`src/rtl/fifo_ctrl32.sv`:
```
// -----------------------------------------------------------------------------
// fifo_ctrl32 -- pointer and flag controller for a 32-entry synchronous FIFO.
//
// Converts write/read requests into RAM write strobes and addresses for an
// external single-clock dual-port RAM with a 1-cycle registered read port.
// The block also maintains the registered occupancy, the status flags and the
// sticky overflow/underflow error bits.
//
// Ports:
//   clk           in   1     rising-edge clock
//   clr           in   1     synchronous active-high reset, dominates all inputs
//   wr_en         in   1     write request
//   rd_en         in   1     read request
//   ram_we        out  1     RAM write strobe (wr_en & !full & !clr)
//   ram_waddr     out  AW    RAM write address (write pointer)
//   ram_raddr     out  AW    RAM read address (read pointer)
//   rd_valid      out  1     RAM read data valid (accepted read, delayed 1)
//   count         out  AW+1  registered occupancy, 0..2**AW
//   full          out  1     registered, count == 2**AW
//   empty         out  1     registered, count == 0
//   almost_full   out  1     registered, count >= AFULL_TH
//   almost_empty  out  1     registered, count <= AEMPTY_TH
//   ovf           out  1     sticky: write attempted while full
//   udf           out  1     sticky: read attempted while empty
// -----------------------------------------------------------------------------
module fifo_ctrl32 #(
    parameter int AW        = 5,
    parameter int AFULL_TH  = 28,
    parameter int AEMPTY_TH = 4
) (
    input  logic          clk,
    input  logic          clr,
    input  logic          wr_en,
    input  logic          rd_en,
    output logic          ram_we,
    output logic [AW-1:0] ram_waddr,
    output logic [AW-1:0] ram_raddr,
    output logic          rd_valid,
    output logic [AW:0]   count,
    output logic          full,
    output logic          empty,
    output logic          almost_full,
    output logic          almost_empty,
    output logic          ovf,
    output logic          udf
);

    localparam logic [AW:0] DEPTH     = (AW+1)'(2**AW);
    localparam logic [AW:0] AFULL_LV  = (AW+1)'(AFULL_TH);
    localparam logic [AW:0] AEMPTY_LV = (AW+1)'(AEMPTY_TH);

    logic [AW-1:0] wptr;
    logic [AW-1:0] rptr;
    logic          wacc;
    logic          racc;
    logic [AW:0]   count_nxt;

    // Acceptance uses only registered flags, so no request can reach a flag
    // combinationally. A write into a full FIFO is refused even when a read
    // frees a slot in the same cycle, and vice versa for an empty FIFO.
    assign wacc = wr_en & ~full;
    assign racc = rd_en & ~empty;

    // clr gates the strobe so the RAM is never written during a reset cycle.
    assign ram_we    = wacc & ~clr;
    assign ram_waddr = wptr;
    assign ram_raddr = rptr;

    always_comb begin
        // NOTE: every path assigns count_nxt because of this default; without
        // it the if/else chain would infer a latch.
        count_nxt = count;
        if (wacc && !racc) begin
            count_nxt = count + 1'b1;
        end else if (racc && !wacc) begin
            count_nxt = count - 1'b1;
        end
    end

    // NOTE: non-blocking assignments here so every register samples the
    // pre-edge values of the others, independent of statement order.
    always_ff @(posedge clk) begin
        if (clr) begin
            wptr         <= '0;
            rptr         <= '0;
            count        <= '0;
            full         <= 1'b0;
            empty        <= 1'b1;
            almost_full  <= 1'b0;
            almost_empty <= 1'b1;
            rd_valid     <= 1'b0;
            ovf          <= 1'b0;
            udf          <= 1'b0;
        end else begin
            // Pointers wrap naturally at 2**AW.
            if (wacc) begin
                wptr <= wptr + 1'b1;
            end
            if (racc) begin
                rptr <= rptr + 1'b1;
            end
            count <= count_nxt;

            // Flags come from the next count so they line up with count.
            full         <= (count_nxt == DEPTH);
            empty        <= (count_nxt == '0);
            almost_full  <= (count_nxt >= AFULL_LV);
            almost_empty <= (count_nxt <= AEMPTY_LV);

            // The RAM registers its output, so data is valid one cycle later.
            rd_valid <= racc;

            if (wr_en && full) begin
                ovf <= 1'b1;
            end
            if (rd_en && empty) begin
                udf <= 1'b1;
            end
        end
    end

endmodule

```
`config.mk`:
```
export PLATFORM = sky130hd
export DESIGN_NAME = fifo_ctrl32
export DESIGN_NICKNAME = d
export VERILOG_FILES = /design/src/rtl/fifo_ctrl32.sv
export SDC_FILE = /design/constraint.sdc
export NUM_CORES = 1
export LEC_CHECK = 0
export ABC_AREA = 1
export CORE_UTILIZATION = 35
export CTS_BUF_LIST = sky130_fd_sc_hd__clkbuf_8 sky130_fd_sc_hd__clkbuf_16
export DETAILED_ROUTE_END_ITERATION = 12
export SLEW_MARGIN = 0
export SYNTH_ARGS = -nofsm -noshare
export SYNTH_HDL_FRONTEND = slang
export SYNTH_SLANG_ARGS = --single-unit
```
`constraint.sdc`:
```
create_clock -name clk -period 1.45 [get_ports clk]
set_input_delay 0.2175 -clock clk [delete_from_list [all_inputs] [get_ports clk]]
set_output_delay 0.2175 -clock clk [all_outputs]
set_load 0.03 [all_outputs]
```
==> impl_metrics.ini <==
[finish]
fill_cells = 354
num-nets-final = 225
antenna_cells = 0
stdcell_area_sq_mm = 0.00176
final_util_pct = 52.4
final_layout_size_suffix_gt1_share_pct = 28.7
multiInputGateArea_sq_um = 711
regArea_sq_um = 473
areaGrowthSynthToFinish_pct = 41.5
layout.cells.non_filler = 262

[timing]
fmax_mhz = 725
tightest_slew_ns = 0.340
final_hold_viol_count = 0
period_share_pct = 95.1
slew_headroom_pct = 77.2
slew_violations = 0
finalSetupViolCount = 0
min_period_ns = 1.38
rsz0062_at_grt = yes
finClkSkew_ns = 0.00291
fin_ws_ns = 0.0709

[setup_path]
cp.required_ns = 1.23
worstSetupPathType = reg -> out
r2r_end = empty
path_common_cell = buf_4
cp_top_family = flip-flops
path_cells = inv_1 -> nand2_2 -> buf_4 -> nor2_2 -> buf_4
r2r_cells = 11
crit_path_max_incr_delay_ns = 0.37
crit_start = full
rr_startpoint = count[0]
critPathLaunchType = flop
worstPathBufferInverterCount = 3
slowest_stage = dfxtp_4
crit_fanout = 4
cp-end-kind = primary output
arrival_ns = 1.16
timing.reg2reg.setup_slack_ns = 0.09

[logic_synthesis]
synth-main-ff-cell = dfxtp_1
ys_types = 25
synth_seq_cells = 23
synth_warnings = 0
netlist_top_cells_area = dfxtp_1 (37%), nand2_1 (12%), nor2_1 (7.2%)
synthesis.area_sq_mm = 0.00124
synth_edf_count = 0
synth_commonest_cells = nand2_1 (40), nor2_1 (24), dfxtp_1 (23)
ys_seq_area_share_pct = 37.0
synthDominantCellAreaShare_pct = 37.0
yosysMostFrequentCell = nand2_1
syn_area_per_cell_sq_um = 7.32
syn_nets = 178
yosysTopAreaCell = dfxtp_1
syn_inst = 170
synth-async-reset-ratio_pct = 0

[placed_design]
dpl_cell_area_sq_mm = 0.00167
dp_hpwl_um = 2260
io_buffers = 27
place_ws_ns = -0.303
place_congestion = 0.844
dpl.cell_count = 256

[job]
drv_cap = 0

[cts]
cts_sinks = 23
cts_tree = done
clk_latency_ns = 0.27
cts-root-to-sink-buffers = 2
h-tree-depth = 1
cts_root_buffer = clkbuf_8
cts.clk_slew.worst_paths_ns = 0.08
hold_buffers = 0
numCtsBuffers = 3

[detailed_routing]
wire_per_inst_um = 11.0
totalWireLength_um = 2900
vias_per_cell = 4.69
antenna_left = 0
post-route-drc-count = 0
drt-initial-drc-count = 51
drt_pass1_iterations = 5
via_count = 1228

[floorplanning]
dieArea_sq_mm = 0.00380
start_util_pct = 37.0
num_io_pins = 28
die_w_um = 61.6
die_y_um = 61.6
core-area_sq_mm = 0.00336
rows = 21

[global_route]
grt_max_degree = 14
grtUsageTotal_pct = 16.5
grt_pass1_vias = 1061
overflow = 0
grt_first_pass_wirelength_um = 4530
grt_antenna_before_repair = 0

[worst_hold_path]
hold_class = in -> reg
hold_depth = 3
hp-start = rd_en
hold_end = udf

[power_and_ir_drop]
vdd_drop_max_mv = 0.540
p_leak_nw = 0.902
p_per_area_mw_per_mm2 = 1230

[outcome]
status = finished, final reports clean
-- area by class of cell --
class                      count  share of cell area, %
clock buffer                   3                   2.34
clock inverter                 1                  0.284
inverter                      23                   4.90
multi-input combinational    121                   40.3
sequential                    23                   26.8
tap                           46                   3.27
timing repair buffer          45                   22.0
-- tightest hold or removal path, cell delays in order --
cell            delay (ns)
dlymetal6s2s_1        0.16
a21oi_1               0.09
nor2_1                0.08
-- what timing repair did --
item | in CTS | in global routing
setup buffers | 0 | 2
gates resized for setup | 28 | 15
pin swaps | 0 | 5
setup endpoints to repair | 25 | 6
-- metal layers --
metal,track usage (%),wire (um)
met5,0,0
met4,8.25,85
met3,3.15,121
met2,28.7,1380
met1,19.1,1310
-- sequential cells by signal, summed over array words and instances (netlist names) --
register and cells:
rd_valid 1, almost_empty 1, full 1, almost_full 1
ovf 1, empty 1, count 6, udf 1
ram_waddr 5, ram_raddr 5
-- power by group --
| part | internal, mW | total, mW | switching (mW) |
|---|---|---|---|
| Clock | 0.192 | 0.405 | 0.213 |
| Combinational | 0.372 | 0.962 | 0.590 |
| Sequential | 0.718 | 0.798 | 0.0804 |
| Total | 1.28 | 2.17 | 0.884 |
-- worst max path at each step --
stage,to,slack [ns],cells after the start
after global placement,empty,-0.28,12
after global routing,empty,-0.03,11
final,ram_we,0.07,5
after CTS,empty,0.01,11
after floorplan,empty,0.03,10
after detailed placement,empty,-0.30,11
-- kinds of logic (layout without fill, tap and decap cells) --
| group | count (synthesis) | count (layout) | share of synthesized area, % |
|---|---|---|---|
| buffers and inverters | 26 | 72 | 9.75 |
| and+or+nand+nor | 102 | 102 | 43.2 |
| adders and majority gates | 4 | 4 | 4.02 |
| AOI/OAI and AO/OA | 15 | 15 | 6.03 |
| DFF | 23 | 23 | 37.0 |
-- placed cells by master (no fill, tap or decap), types with 5 or more instances in the layout --
cell / synthesis / layout
nand2_1: 40 / 36
dlygate4sd2_1: 0 / 24
nor2_1: 24 / 21
dfxtp_1: 23 / 19
buf_4: 0 / 18
inv_1: 19 / 16
nand3_1: 13 / 13
a21oi_1: 10 / 10
nand2_2: 5 / 8
inv_2: 3 / 6
nor2_2: 3 / 6
o21ai_0: 5 / 5
nand3_2: 5 / 5
-- stage by stage --
stage	TNS, ns	hold WS (ns)	total power, mW
2_1_floorplan	0	0.291	1.39
3_3_place_gp	-1.94	0.436	1.70
3_5_place_dp	-2.31	0.446	1.72
4_1_cts	0	0.407	2.09
5_1_grt	-0.0277	0.353	2.31
6_report	0	0.313	2.17
(Power assumes the default switching activity.)
